**src/rtl/multiword_skip_add_seq_pkg.sv**
```systemverilog
// Shared definitions for the multi-word carry-skip adder front end.
package multiword_skip_add_seq_pkg;

    // Width of one datapath chunk; matches the carry_skip_16bit adder.
    localparam int CHUNK_W = 16;

    typedef enum logic [1:0] {
        IDLE = 2'd0,
        RUN  = 2'd1,
        DONE = 2'd2
    } state_t;

    // Bits needed to index WORDS chunks; never less than one bit.
    function automatic int idx_width(input int words);
        int w;
        w = 1;
        while ((1 << w) < words) begin
            w = w + 1;
        end
        return w;
    endfunction

endpackage

```
**src/rtl/multiword_skip_add_seq_if.sv**
```systemverilog
// Operand-in / result-out handshake bundle for multiword_skip_add_seq.
interface multiword_skip_add_seq_if #(
    parameter int WORDS = 4
);
    import multiword_skip_add_seq_pkg::*;

    logic                       in_valid;
    logic                       in_ready;
    logic [CHUNK_W*WORDS-1:0]   in_a;
    logic [CHUNK_W*WORDS-1:0]   in_b;
    logic                       in_cin;
    logic                       out_valid;
    logic                       out_ready;
    logic [CHUNK_W*WORDS-1:0]   out_sum;
    logic                       out_cout;
    logic                       busy;

    // Operand source and result consumer side.
    modport master (
        output in_valid, in_a, in_b, in_cin, out_ready,
        input  in_ready, out_valid, out_sum, out_cout, busy
    );

    // Adder block side.
    modport slave (
        input  in_valid, in_a, in_b, in_cin, out_ready,
        output in_ready, out_valid, out_sum, out_cout, busy
    );

endinterface

```
**src/rtl/carry_skip_16bit.sv**
```systemverilog
// 16-bit carry-skip adder: four 4-bit ripple blocks, each bypassed when
// every bit in the block propagates.
module carry_skip_16bit (
    input  logic [15:0] a,
    input  logic [15:0] b,
    input  logic        cin,
    output logic [15:0] sum,
    output logic        cout
);
    logic [4:0] blk_c;

    assign blk_c[0] = cin;

    generate
        for (genvar gi = 0; gi < 4; gi++) begin : g_blk
            logic [3:0] a4;
            logic [3:0] b4;
            logic [3:0] s4;
            logic       rc;
            logic       prop;

            assign a4 = a[gi*4 +: 4];
            assign b4 = b[gi*4 +: 4];
            // Ripple within the block.
            assign {rc, s4} = {1'b0, a4} + {1'b0, b4} + {4'b0000, blk_c[gi]};
            // All-propagate block passes its carry-in straight through.
            assign prop = &(a4 ^ b4);
            assign blk_c[gi+1] = prop ? blk_c[gi] : rc;
            assign sum[gi*4 +: 4] = s4;
        end
    endgenerate

    assign cout = blk_c[4];

endmodule

```
**src/rtl/multiword_skip_add_seq.sv**
```systemverilog
// Sequential wide adder: streams WORDS 16-bit chunks (LSW first) through one
// carry_skip_16bit, chaining the carry through a register between chunks.
module multiword_skip_add_seq
    import multiword_skip_add_seq_pkg::*;
#(
    parameter int WORDS = 4,
    parameter int CHUNK = CHUNK_W
) (
    input logic                     clk,
    input logic                     rst_n,
    multiword_skip_add_seq_if.slave bus
);
    localparam int              IDXW     = idx_width(WORDS);
    localparam logic [IDXW-1:0] IDX_LAST = IDXW'(WORDS - 1);

    state_t                 state_reg;
    state_t                 state_next;
    logic [IDXW-1:0]        idx_reg;
    logic                   carry_reg;
    logic                   cout_reg;
    logic [CHUNK*WORDS-1:0] a_reg;
    logic [CHUNK*WORDS-1:0] b_reg;
    logic [CHUNK-1:0]       a_words       [WORDS];
    logic [CHUNK-1:0]       b_words       [WORDS];
    logic [CHUNK-1:0]       sum_words_reg [WORDS];
    logic [CHUNK-1:0]       add_a;
    logic [CHUNK-1:0]       add_b;
    logic [CHUNK-1:0]       add_sum;
    logic                   add_cout;

    generate
        for (genvar gi = 0; gi < WORDS; gi++) begin : g_chunk
            assign a_words[gi] = a_reg[gi*CHUNK +: CHUNK];
            assign b_words[gi] = b_reg[gi*CHUNK +: CHUNK];
            assign bus.out_sum[gi*CHUNK +: CHUNK] = sum_words_reg[gi];
        end
    endgenerate

    assign add_a        = a_words[idx_reg];
    assign add_b        = b_words[idx_reg];
    assign bus.out_cout = cout_reg;

    carry_skip_16bit u_adder (
        .a    (add_a),
        .b    (add_b),
        .cin  (carry_reg),
        .sum  (add_sum),
        .cout (add_cout)
    );

    // State register.
    always_ff @(posedge clk or negedge rst_n) begin
        if (!rst_n) begin
            state_reg <= IDLE;
        end else begin
            state_reg <= state_next;
        end
    end

    // Next-state and handshake outputs decoded from the current state.
    always_comb begin
        state_next    = state_reg;
        bus.in_ready  = 1'b0;
        bus.out_valid = 1'b0;
        bus.busy      = 1'b0;
        case (state_reg)
            IDLE: begin
                bus.in_ready = 1'b1;
                if (bus.in_valid) begin
                    state_next = RUN;
                end
            end
            RUN: begin
                bus.busy = 1'b1;
                if (idx_reg == IDX_LAST) begin
                    state_next = DONE;
                end
            end
            DONE: begin
                bus.busy      = 1'b1;
                bus.out_valid = 1'b1;
                if (bus.out_ready) begin
                    state_next = IDLE;
                end
            end
            default: state_next = IDLE;
        endcase
    end

    // Operand capture on accept, then one chunk per cycle into the result.
    always_ff @(posedge clk or negedge rst_n) begin
        if (!rst_n) begin
            a_reg     <= '0;
            b_reg     <= '0;
            carry_reg <= 1'b0;
            cout_reg  <= 1'b0;
            idx_reg   <= '0;
            for (int i = 0; i < WORDS; i++) begin
                sum_words_reg[i] <= '0;
            end
        end else begin
            case (state_reg)
                IDLE: begin
                    if (bus.in_valid) begin
                        a_reg     <= bus.in_a;
                        b_reg     <= bus.in_b;
                        carry_reg <= bus.in_cin;
                        idx_reg   <= '0;
                    end
                end
                RUN: begin
                    sum_words_reg[idx_reg] <= add_sum;
                    carry_reg              <= add_cout;
                    if (idx_reg == IDX_LAST) begin
                        cout_reg <= add_cout;
                        idx_reg  <= '0;
                    end else begin
                        idx_reg <= idx_reg + IDXW'(1);
                    end
                end
                default: ;
            endcase
        end
    end

endmodule

```
**src/flat_wrapper.sv**
```systemverilog
// flat-port wrapper written by rule: the top's interface ports become plain ports
module multiword_skip_add_seq_flat import multiword_skip_add_seq_pkg::*;
#(
    parameter int WORDS = 4,
    parameter int CHUNK = CHUNK_W
)
  (clk, rst_n, bus_in_valid, bus_in_a, bus_in_b, bus_in_cin, bus_out_ready, bus_in_ready, bus_out_valid, bus_out_sum, bus_out_cout, bus_busy);
  multiword_skip_add_seq_if #(.WORDS(WORDS)) bus_i ();
  input logic clk;
  input logic rst_n;
  input wire logic [$bits(bus_i.in_valid)-1:0] bus_in_valid;
  input wire logic [$bits(bus_i.in_a)-1:0] bus_in_a;
  input wire logic [$bits(bus_i.in_b)-1:0] bus_in_b;
  input wire logic [$bits(bus_i.in_cin)-1:0] bus_in_cin;
  input wire logic [$bits(bus_i.out_ready)-1:0] bus_out_ready;
  output wire logic [$bits(bus_i.in_ready)-1:0] bus_in_ready;
  output wire logic [$bits(bus_i.out_valid)-1:0] bus_out_valid;
  output wire logic [$bits(bus_i.out_sum)-1:0] bus_out_sum;
  output wire logic [$bits(bus_i.out_cout)-1:0] bus_out_cout;
  output wire logic [$bits(bus_i.busy)-1:0] bus_busy;
  assign bus_i.in_valid = bus_in_valid;
  assign bus_i.in_a = bus_in_a;
  assign bus_i.in_b = bus_in_b;
  assign bus_i.in_cin = bus_in_cin;
  assign bus_i.out_ready = bus_out_ready;
  assign bus_in_ready = bus_i.in_ready;
  assign bus_out_valid = bus_i.out_valid;
  assign bus_out_sum = bus_i.out_sum;
  assign bus_out_cout = bus_i.out_cout;
  assign bus_busy = bus_i.busy;
  multiword_skip_add_seq #(.WORDS(WORDS), .CHUNK(CHUNK)) u_core (.clk(clk), .rst_n(rst_n), .bus(bus_i));
endmodule
```
**config.mk**
```make
export PLATFORM = sky130hd
export DESIGN_NAME = multiword_skip_add_seq_flat
export DESIGN_NICKNAME = d
export VERILOG_FILES = /design/src/rtl/multiword_skip_add_seq_pkg.sv /design/src/rtl/multiword_skip_add_seq_if.sv /design/src/rtl/carry_skip_16bit.sv /design/src/rtl/multiword_skip_add_seq.sv /design/src/flat_wrapper.sv
export SDC_FILE = /design/constraint.sdc
export NUM_CORES = 1
export LEC_CHECK = 0
export BUFFER_PORTS_ARGS = -buffer_cell sky130_fd_sc_hd__buf_2
export CORE_ASPECT_RATIO = 1.4
export CORE_MARGIN = 3
export CORE_UTILIZATION = 55
export CTS_BUF_LIST = sky130_fd_sc_hd__clkbuf_4 sky130_fd_sc_hd__clkbuf_8 sky130_fd_sc_hd__clkbuf_16
export DETAILED_ROUTE_END_ITERATION = 7
export PLACE_DENSITY = 0.8
export SYNTH_ARGS = -nofsm -noshare
export SYNTH_HDL_FRONTEND = slang
export SYNTH_HIERARCHICAL = 1
export SYNTH_SLANG_ARGS = --single-unit
```
**constraint.sdc**
```tcl
create_clock -name clk -period 12 [get_ports clk]
set_input_delay 0.6 -clock clk [delete_from_list [all_inputs] [get_ports clk]]
set_output_delay 0.6 -clock clk [all_outputs]
set_load 0.02 [all_outputs]
```
==> results.tsv, run 1 <==
stage	metric	value	unit
sta	RSZ-0062 raised after global routing	no	
pwr	VDD IR max	0.220	mV
setup_path	Worst path slowest cell	mux4_1	
placed_design	Post-DP HPWL	15600	um
clock_network	setup bufs post-CTS	0	
drt	wirelength, routed	21000	um
floorplan	Initial Util	56.6	%
finish	fillers	1154	
setup_path	Setup CP Type	reg -> reg	
drt	DRT Pass-1 Iters	4	
drt	# DRC	0	
pwr	Clk network pwr share	15.3	%
global_route	initial antenna violation count	3	
finish	share of cells above drive strength 1	60.4	%
sta	min Tclk post-route	7.14	ns
clock_network	CTS Hold Bufs	0	
flow_run	Max-Cap Viols	0	
sta	final setup fails	0	
global_route	vias in the first global route	6143	
clock_network	root buf cell	clkbuf_16	
finish	final core occ	66.7	%
sta	period utilisation layout	59.5	%
clock_network	maximum root-to-sink buffer count	2	
sta	Final Max Slew Viols	0	
clock_network	CTS tree	yes	
clock_network	CTS Buf Count	17	
global_route	total track usage	22.9	%
setup_path	r2r endpoint	u_core/carry_reg	
setup_path	element type at the critical path start	register	
sta	final worst slack	4.86	ns
finish	fin nets	917	
clock_network	Clock Sinks	198	
global_route	largest net degree at the start of global routing	110	
sta	Hold Vio Cnt, Final	0	
pwr	Sw Ratio	37.8	%
setup_path	Worst R2R Setup Slack	4.86	ns
logic_synthesis	Avg Inst Size Synth	17.2	sq um
logic_synthesis	Cells after Synth	556	
pwr	Final Power	0.00395	W
placed_design	DP Worst Slack	4.82	ns
sta	relative slew slack	20.9	%
drt	1st-iter DRT viols	331	
pwr	Leakage	5.63	nW
clock_network	clk slew on worst S/H paths	0.07	ns
setup_path	Critical Path Max Stage Delay	0.69	ns
logic_synthesis	Mapped Area	0.00955	sq mm
setup_path	Worst path most repeated cell	fa_1	
placed_design	port bufs	200	
global_route	global-route wire length before repair	33900	um
floorplan	DIE HEIGHT	162	um
floorplan	Cell Rows	56	
sta	Final TNS setup	0	ns
sta	Slew @ Worst Pin	1.19	ns
setup_path	critical path fanouts, max	37	
pwr	cell-internal power	0.00245	W
logic_synthesis	Net Count, Synth	721	
floorplan	IO Pins	201	
setup_path	CP arrival	7.46	ns
logic_synthesis	Synth Warn #	6	
global_route	Overflow after GRT	0	
drt	DR WL/cell	21.0	um
floorplan	area of the core	0.0169	sq mm
clock_network	worst skew pair latency	0.43	ns
placed_design	routability congestion estimate	0.793	
logic_synthesis	Seq/Total Area, Yosys	51.9	%
logic_synthesis	Netlist cell types	38	
min_path	HP Class	in -> async	
setup_path	Critical Path RT	12.31	ns
setup_path	R2R depth	29	
pwr	Reg power frac	30.5	%
clock_network	post-CTS sizing	0	
sta	Setup Skew	0.00682	ns
pwr	Power Dens Cells	350	mW/mm^2
floorplan	DIE AREA	0.0190	sq mm
drt	DR vias/cell	5.44	
pwr	Comb pwr share	54.3	%
setup_path	R2R Path Start	u_core/idx_reg[0]	
logic_synthesis	Seq cells post-synth	198	
drt	post-route ant nets	0	
finish	area delta synth->final	17.9	%
sta	FMAX	140	MHz
setup_path	Crit. End Element	register	
drt	vias	5419	
floorplan	die width	117	um
pwr	Net Switching	0.00149	W
status	status	finished clean	
finish	fin area	0.0113	sq mm
placed_design	Placed Instance Area	0.0106	sq mm
clock_network	H-Tree Depth	4	
cells in the mapped netlist (all sizes together):
library cell | instances | area share, %
dfrtp | 198 | 52
mux2 | 195 | 28
mux4 | 32 | 8.1
buf | 26 | 2.6
ha | 24 | 3.1
inv | 16 | 0.63
fa | 8 | 1.7
a21oi | 7 | 0.37
nand2 | 7 | 0.38
a21o | 5 | 0.39
xnor2 | 5 | 0.46
nor2 | 3 | 0.12
nor2b | 3 | 0.20
xor2 | 3 | 0.28
a211oi | 2 | 0.26
a22o | 2 | 0.18
and4 | 2 | 0.21
nand4 | 2 | 0.13
nor3 | 2 | 0.10
o21a | 2 | 0.16
a211o | 1 | 0.092
a221o | 1 | 0.10
a221oi | 1 | 0.16
a22oi | 1 | 0.079
and2b | 1 | 0.079
clkbuf | 1 | 0.039
nand2b | 1 | 0.066
nand3 | 1 | 0.052
nor3b | 1 | 0.13
o211a | 1 | 0.10
o21bai | 1 | 0.079
or3 | 1 | 0.066
cell families (layout without fill, tap and decap cells):
kind of cell	Yosys count	after routing	synth area share [%]
AOI/OAI and AO/OA	24	24	1.98
DFF	198	198	51.9
other	0	3	0
buffers and inverters	43	249	3.30
adders and majority gates	32	32	4.82
and+or+nand+nor	24	24	1.53
muxes	227	227	35.8
xor gates and xnor gates	8	8	0.734
cells in the final DEF (no fill, tap or decap), types with 2 or more instances in the layout:
master	count
o21a_1	2
mux2_2	75
bufinv_16	4
xor2_1	3
a21oi_1	7
clkinvlp_4	4
a22o_1	2
buf_4	4
diode_2	3
xnor2_1	5
ha_1	24
nand2_1	2
fa_1	8
nor2_1	3
nor2b_1	3
a21o_1	5
clkbuf_8	3
clkbuf_4	2
mux4_1	13
dfrtp_1	196
nor3_1	2
nand2_2	4
inv_1	16
clkbuf_16	17
dfrtp_2	2
a211oi_2	2
mux4_2	19
buf_2	199
nand4_1	2
mux2_4	120
per-stage QoR:
| step | cells | hold slack (ns) |
|---|---|---|
| 6_report | 997 | 0.246 |
| 5_1_grt | 997 | 0.323 |
| 4_1_cts | 994 | 0.303 |
| 3_5_place_dp | 965 | 0.488 |
| 3_3_place_gp | 965 | 0.482 |
| 2_1_floorplan | 556 | 0.304 |
power groups by stage:
| stage | clock network, W | registers (W) | logic, W |
|---|---|---|---|
| 4_1_cts | 0.000615 | 0.00120 | 0.00217 |
| 3_3_place_gp | 0 | 0.00118 | 0.00205 |
| 3_5_place_dp | 0 | 0.00121 | 0.00216 |
| 6_report | 0.000602 | 0.00120 | 0.00214 |
| 5_1_grt | 0.000643 | 0.00124 | 0.00232 |
| 2_1_floorplan | 0 | 0.00128 | 0.00150 |
critical path: cells and delay by family (launching register included):
kind,cells,cell delay [ns]
compound gates,10,1.85
buf+inv,5,0.83
mux,1,0.69
flops,1,0.34
fa+ha+maj,8,2.86
simple gates,5,0.44
layout make-up:
cell class | count | area [sq um] | share of cell area [%]
inverter | 16 | 60.1 | 0.533
sequential | 198 | 4960 | 44.0
tap | 232 | 290 | 2.58
clock buffer | 21 | 468 | 4.16
timing repair buffer | 204 | 1040 | 9.23
antenna | 3 | 7.51 | 0.0667
clock inverter | 8 | 150 | 1.33
multi-input combinational | 315 | 4290 | 38.1
worst max path at each step:
stage,start,to
after floorplan,u_core/idx_reg[0],u_core/carry_reg
after global placement,u_core/idx_reg[0],u_core/carry_reg
after detailed placement,u_core/idx_reg[0],u_core/carry_reg
after CTS,u_core/idx_reg[0],u_core/carry_reg
after global routing,u_core/idx_reg[0],u_core/carry_reg
final,u_core/idx_reg[0],u_core/carry_reg
routing by layer:
layer	global-route usage, %	vias to the layer above	share of wire (%)
li1	-	2424	-
met1	29.0	2815	41
met2	39.6	150	52
met3	4.21	30	3.9
met4	9.02	0	3.0
met5	0	-	0
Note: power is estimated with default switching activity, not from simulation.
==> run 2: changes to the inputs <==
- CORE_UTILIZATION: 55 -> 50
- PLACE_DENSITY: 0.8 -> 0.77
- clock period: 12 -> 5.9 ns (I/O delays scaled with it)
==> run 2 against run 1 <==
The flow now finishes with violations (negative hold slack, negative setup slack). Hold slack worse by 0.25 ns. Sequential share of layout area down 1.1 points. Sequential power up 110%. Core utilization down 4.9 points. Wire length up 2.7%. Critical path depth down 1. Via count up 2.9%. Clock power up 93%. Global-route usage down 1.6 points. Design area up 2.5%. Critical path type unchanged.
==> results.tsv, run 2 (synthesis gave the netlist of run 1 again) <==
stage	metric	value	unit
min_path	HP Class	in -> async	
setup_path	Critical Path RT	6.21	ns
finish	commonest non-fill, non-tap cell in the layout	buf_2	
drt	DRT Pass-1 Iters	4	
status	status	finished, violations left	
clock_network	clk slew on worst S/H paths	0.07	ns
setup_path	Setup CP Type	reg -> reg	
sta	RSZ-0062 raised after global routing	yes	
global_route	Overflow after GRT	0	
placed_design	Cells after DPL	995	
setup_path	r2r endpoint	u_core/carry_reg	
floorplan	DIE HEIGHT	170	um
finish	area delta synth->final	20.8	%
sta	Hold Vio Cnt, Final	1	
sta	min Tclk post-route	6.06	ns
drt	DR vias/cell	5.37	
drt	DR WL/cell	20.7	um
global_route	initial antenna violation count	3	
placed_design	port bufs	200	
sta	relative slew slack	28.2	%
flow_run	Max-Cap Viols	0	
setup_path	R2R depth	28	
clock_network	maximum root-to-sink buffer count	2	
global_route	largest net degree at the start of global routing	125	
clock_network	CTS tree	yes	
floorplan	Cell Rows	59	
sta	Setup Skew	0.0144	ns
clock_network	root buf cell	clkbuf_16	
finish	fillers	1397	
finish	final core occ	61.8	%
setup_path	element type at the critical path start	register	
setup_path	R2R Path Start	u_core/idx_reg[0]	
sta	Slew @ Worst Pin	1.08	ns
global_route	vias in the first global route	6204	
finish	fin nets	943	
placed_design	Post-DP HPWL	16200	um
setup_path	Critical Path Max Stage Delay	0.56	ns
drt	post-route ant nets	0	
drt	# DRC	0	
sta	worst hold slack	-0.00143	ns
sta	Final Max Slew Viols	0	
floorplan	DIE AREA	0.0208	sq mm
setup_path	Worst path slowest cell	mux4_2	
global_route	global-route wire length before repair	33600	um
pwr	Leakage	5.78	nW
setup_path	critical path fanouts, max	5	
setup_path	Worst R2R Setup Slack	-0.16	ns
setup_path	Worst path most repeated cell	fa_2	
status	failing checks	negative hold slack, negative setup slack	
sta	Final TNS setup	-0.290	ns
drt	wirelength, routed	21500	um
clock_network	Clock Sinks	198	
floorplan	IO Pins	201	
sta	final worst slack	-0.160	ns
pwr	Power Dens Cells	751	mW/mm^2
placed_design	routability congestion estimate	0.810	
pwr	Final Power	0.00867	W
setup_path	Crit. End Element	register	
floorplan	die width	123	um
sta	FMAX	165	MHz
finish	final non-filler cell total	1038	
finish	share of cells above drive strength 1	64.5	%
drt	1st-iter DRT viols	216	
pwr	VDD IR max	0.438	mV
floorplan	Initial Util	51.1	%
sta	final setup fails	5	
finish	most frequent cells in the layout	199 x buf_2, 196 x dfrtp_1, 123 x mux2_4, 72 x mux2_2, 28 x buf_4	
clock_network	worst skew pair latency	0.42	ns
clock_network	CTS Buf Count	17	
floorplan	area of the core	0.0187	sq mm
drt	vias	5577	
sta	period utilisation layout	103	%
clock_network	H-Tree Depth	4	
global_route	total track usage	21.4	%
setup_path	CP arrival	6.37	ns
run 2: where the power goes:
part           switching (W)  total (W)  internal (W)  leakage (nW)
Sequential          0.000421    0.00248       0.00206          2.36
Clock               0.000497    0.00116      0.000659         0.295
Combinational        0.00237    0.00503       0.00267          3.12
run 2: layout make-up:
type / instances / area, sq um / area share [%]
clock inverter: 11 / 123 / 1.06
inverter: 16 / 60.1 / 0.520
multi-input combinational: 315 / 4370 / 37.9
clock buffer: 21 / 468 / 4.05
antenna: 3 / 7.51 / 0.0650
timing repair buffer: 230 / 1250 / 10.8
tap: 244 / 305 / 2.64
sequential: 198 / 4960 / 42.9
run 2: worst max-delay path, delay by kind of cell, from the launching register on:
kind                       cells  cell delay [ns]
adders and majority gates      8             2.54
AOI/OAI and AO/OA             10             1.75
muxes                          1             0.56
DFF                            1             0.43
and+or+nand+nor                5             0.42
buffers and inverters          4             0.25
run 2: through the flow:
stage	instance area, sq um	setup slack [ns]
finish	11500	-0.160
global route	11500	-0.387
CTS	11400	-0.171
detailed placement	10800	-0.195
global placement	10800	-0.0316
floorplan	9570	-0.0512
run 2: timing repair:
item | 4_1_cts | 5_1_grt
hold endpoints to repair | 0 | 0
hold buffers | 0 | 0
buffers inserted | 3 | 5
setup endpoints to repair | 10 | 14
pin swaps | 1 | 1
resized for setup | 5 | 12
run 2: worst max-delay path by stage:
stage / start / end / slack (ns) / cells past startpoint
finish: u_core/idx_reg[0] / u_core/carry_reg / -0.16 / 28
global route: u_core/idx_reg[0] / u_core/carry_reg / -0.39 / 28
CTS: u_core/idx_reg[0] / u_core/carry_reg / -0.17 / 28
detailed placement: u_core/idx_reg[0] / u_core/carry_reg / -0.20 / 28
global placement: u_core/idx_reg[0] / u_core/carry_reg / -0.03 / 28
floorplan: u_core/idx_reg[0] / u_core/carry_reg / -0.05 / 30
run 2: routing by layer:
layer / global-route usage (%) / wire, um / vias to the layer above
li1: - / - / 2477
met1: 26.3 / 8710 / 2914
met2: 37.7 / 11500 / 156
met3: 3.50 / 815 / 28
met4: 7.60 / 498 / 2
met5: 0 / 13 / -
==> run 3: changes to the inputs <==
- CORE_UTILIZATION: 50 -> 49
- PLACE_DENSITY: 0.77 -> 0.76
- SYNTH_HIERARCHICAL: 1 -> unset
==> run 3 against run 2 <==
The run ends with negative hold slack left. Largest cell class unchanged. Via count increased by 0.84%. Critical path depth decreased by 1. Core utilization about the same. Largest power group unchanged. Fmax increased by 4.5%. Final cell count increased by 0.48%.
==> results.tsv, run 3 <==
stage	metric	value	unit
logic_synthesis	area leader, netlist	dfrtp_1	
logic_synthesis	post-synthesis mux area share	29.7	%
pwr	VDD IR max	0.395	mV
floorplan	area of the core	0.0175	sq mm
pwr	Power Dens Cells	764	mW/mm^2
drt	DRT Pass-1 Iters	4	
placed_design	port bufs	200	
logic_synthesis	top post-synthesis cells by area	dfrtp_1 56%, mux2_2 21%, mux4_2 8.1%	
floorplan	die width	120	um
placed_design	Post-DP HPWL	15500	um
global_route	total track usage	21.3	%
sta	Final TNS setup	0	ns
pwr	Sw Ratio	39.0	%
finish	share of cells above drive strength 1	59.4	%
min_path	HP Class	in -> async	
floorplan	DIE AREA	0.0197	sq mm
flow_run	Max-Cap Viols	0	
global_route	Overflow after GRT	0	
global_route	vias in the first global route	6095	
finish	fillers	1383	
finish	fin area	0.0108	sq mm
drt	1st-iter DRT viols	411	
logic_synthesis	Commonest cells post-synth	198 x dfrtp_1, 169 x mux2_2, 32 x mux4_2, 32 x nand2_1, 26 x o21ai_0	
logic_synthesis	Seq cells post-synth	198	
placed_design	Placed Instance Area	0.0102	sq mm
finish	most frequent cells in the layout	199 x buf_2, 196 x dfrtp_1, 169 x mux2_2, 32 x mux4_2, 31 x nand2_1	
floorplan	DIE HEIGHT	165	um
pwr	cell-internal power	0.00505	W
logic_synthesis	Mapped Area	0.00885	sq mm
drt	DR WL/cell	19.7	um
logic_synthesis	complex-gate fraction of the synthesized area	3.82	%
logic_synthesis	synthesized-area fraction occupied by xor and xnor cells	0.791	%
finish	area delta synth->final	22.5	%
setup_path	Crit. End Element	register	
floorplan	Initial Util	50.5	%
sta	period utilisation layout	98.3	%
placed_design	DP Worst Slack	-0.318	ns
logic_synthesis	Async SR Flop Fraction	100	%
clock_network	H-Tree Depth	4	
drt	# DRC	0	
sta	RSZ-0062 raised after global routing	yes	
drt	DR vias/cell	5.39	
logic_synthesis	Synth Area in Adders	5.06	%
sta	final setup fails	0	
sta	worst hold slack	-0.00977	ns
setup_path	element type at the critical path start	register	
sta	Final Max Slew Viols	0	
finish	Reg area	0.00496	sq mm
logic_synthesis	Synth Area in Simple Gates	2.13	%
finish	fin nets	961	
logic_synthesis	Seq/Total Area, Yosys	56.0	%
setup_path	CP arrival	6.09	ns
finish	multi-input logic area	0.00373	sq mm
sta	Setup Skew	0.00979	ns
pwr	Clk network pwr share	14.7	%
clock_network	Clock Sinks	198	
setup_path	Setup CP Type	reg -> reg	
setup_path	critical path fanouts, max	4	
logic_synthesis	Avg Inst Size Synth	15.2	sq um
placed_design	routability congestion estimate	0.875	
global_route	largest net degree at the start of global routing	126	
status	status	finished, violations left	
drt	post-route ant nets	0	
pwr	Comb pwr share	56.2	%
clock_network	CTS tree	yes	
sta	FMAX	172	MHz
logic_synthesis	largest family of logic cells by synthesized area	multiplexers	
floorplan	Cell Rows	57	
logic_synthesis	Cells after Synth	584	
global_route	initial antenna violation count	2	
status	failing checks	negative hold slack	
clock_network	maximum root-to-sink buffer count	2	
logic_synthesis	top cell type's share of synthesized area	56.0	%
logic_synthesis	Post-synth EDFFs	0	
sta	min Tclk post-route	5.80	ns
pwr	Leakage	5.07	nW
finish	Antenna Diode Count	0	
setup_path	Critical Path RT	6.19	ns
logic_synthesis	Netlist cell types	36	
pwr	Reg power frac	29.1	%
drt	wirelength, routed	20500	um
pwr	Net Switching	0.00323	W
clock_network	clk slew on worst S/H paths	0.07	ns
sta	Slew @ Worst Pin	0.976	ns
finish	commonest non-fill, non-tap cell in the layout	buf_2	
global_route	global-route wire length before repair	32300	um
floorplan	IO Pins	201	
logic_synthesis	Synth Flop Type	dfrtp_1	
clock_network	root buf cell	clkbuf_16	
logic_synthesis	most numerous cell in the Yosys netlist	dfrtp_1	
sta	Hold Vio Cnt, Final	2	
drt	vias	5624	
logic_synthesis	Net Count, Synth	748	
sta	relative slew slack	34.9	%
sta	final worst slack	0.0982	ns
logic_synthesis	Synth Warn #	0	
clock_network	worst skew pair latency	0.44	ns
clock_network	CTS Buf Count	17	
finish	final core occ	61.8	%
==> run 3: repair_timing <==
item | in CTS | in global routing
pin swaps | 2 | 3
setup buffers | 1 | 4
setup endpoints to repair | 14 | 14
cloned | 0 | 0
resized for setup | 5 | 9
hold buffers | 0 | 0
==> run 3: power groups by stage <==
stage	logic [W]	registers (W)	clock network (W)
2_1_floorplan	0.00282	0.00256	0
3_3_place_gp	0.00422	0.00237	0
3_5_place_dp	0.00443	0.00244	0
4_1_cts	0.00452	0.00241	0.00124
5_1_grt	0.00505	0.00249	0.00129
6_report	0.00465	0.00241	0.00122
==> run 3: worst paths after layout <==
path	from	endpoint	slack [ns]	depth (start not counted)
setup / recovery	u_core.idx_reg[0]	u_core.bus.out_cout	0.1	27
hold / removal	rst_n	u_core.b_reg[62]	-0.01	1
setup reg to reg	u_core.idx_reg[0]	u_core.bus.out_cout	0.1	27
hold reg to reg	u_core.bus.out_sum[26]	u_core.bus.out_sum[26]	0.48	2
max in group asynchronous	rst_n	u_core.bus.out_sum[54]	4.38	2
min in group clk	bus_in_b[12]	u_core.b_reg[12]	0.08	2
==> run 3: worst max-delay path, stage by stage, from the launching register on <==
cell and delay, ns:
dfrtp_2 0.41, mux4_2 0.53, inv_2 0.08, fa_2 0.19, inv_2 0.05, fa_2 0.36
a21oi_2 0.15, o21ai_2 0.08, o31a_2 0.15, fa_2 0.37, fa_2 0.35, a21o_1 0.18
a21oi_2 0.18, a21oi_2 0.08, fa_2 0.36, fa_2 0.36, a211oi_2 0.16, nor2_1 0.10
o32ai_2 0.17, inv_1 0.10, fa_2 0.36, inv_2 0.07, fa_2 0.19, nor2b_1 0.04
o21a_1 0.16, o21a_1 0.17, mux2i_1 0.14, o31ai_1 0.11
==> run 3: logic make-up (layout without fill, tap and decap cells) <==
group	count (synthesis)	in the layout
adder cells (fa/ha/maj)	31	31
multiplexers	202	202
buffers and inverters	46	269
AND/OR/NAND/NOR	44	44
flip-flops	198	198
AO/OA/AOI/OAI	55	55
XOR/XNOR	8	8
==> run 3: metal layers <==
layer	up-vias	GRT usage [%]	share of wire (%)
met1	2897	25.6	39
met4	4	6.57	1.5
met2	171	38.3	54
met3	26	4.90	5.3
met5	-	0	0.068
li1	2526	-	-
==> run 3: area by class of cell <==
type                            instances  area share, %
Clock buffer                           21           4.26
Inverter                               15          0.519
Sequential cell                       198           45.7
Multi-Input combinational cell        340           34.4
Clock inverter                          8           1.40
Tap cell                              236           2.72
Timing Repair Buffer                  225           11.0
==> run 3: per-stage QoR <==
| stage | std cells | total power, W |
|---|---|---|
| 6_report | 1043 | 0.00828 |
| 5_1_grt | 1043 | 0.00883 |
| 4_1_cts | 1039 | 0.00817 |
| 3_5_place_dp | 1009 | 0.00686 |
| 3_3_place_gp | 1009 | 0.00660 |
| 2_1_floorplan | 584 | 0.00538 |
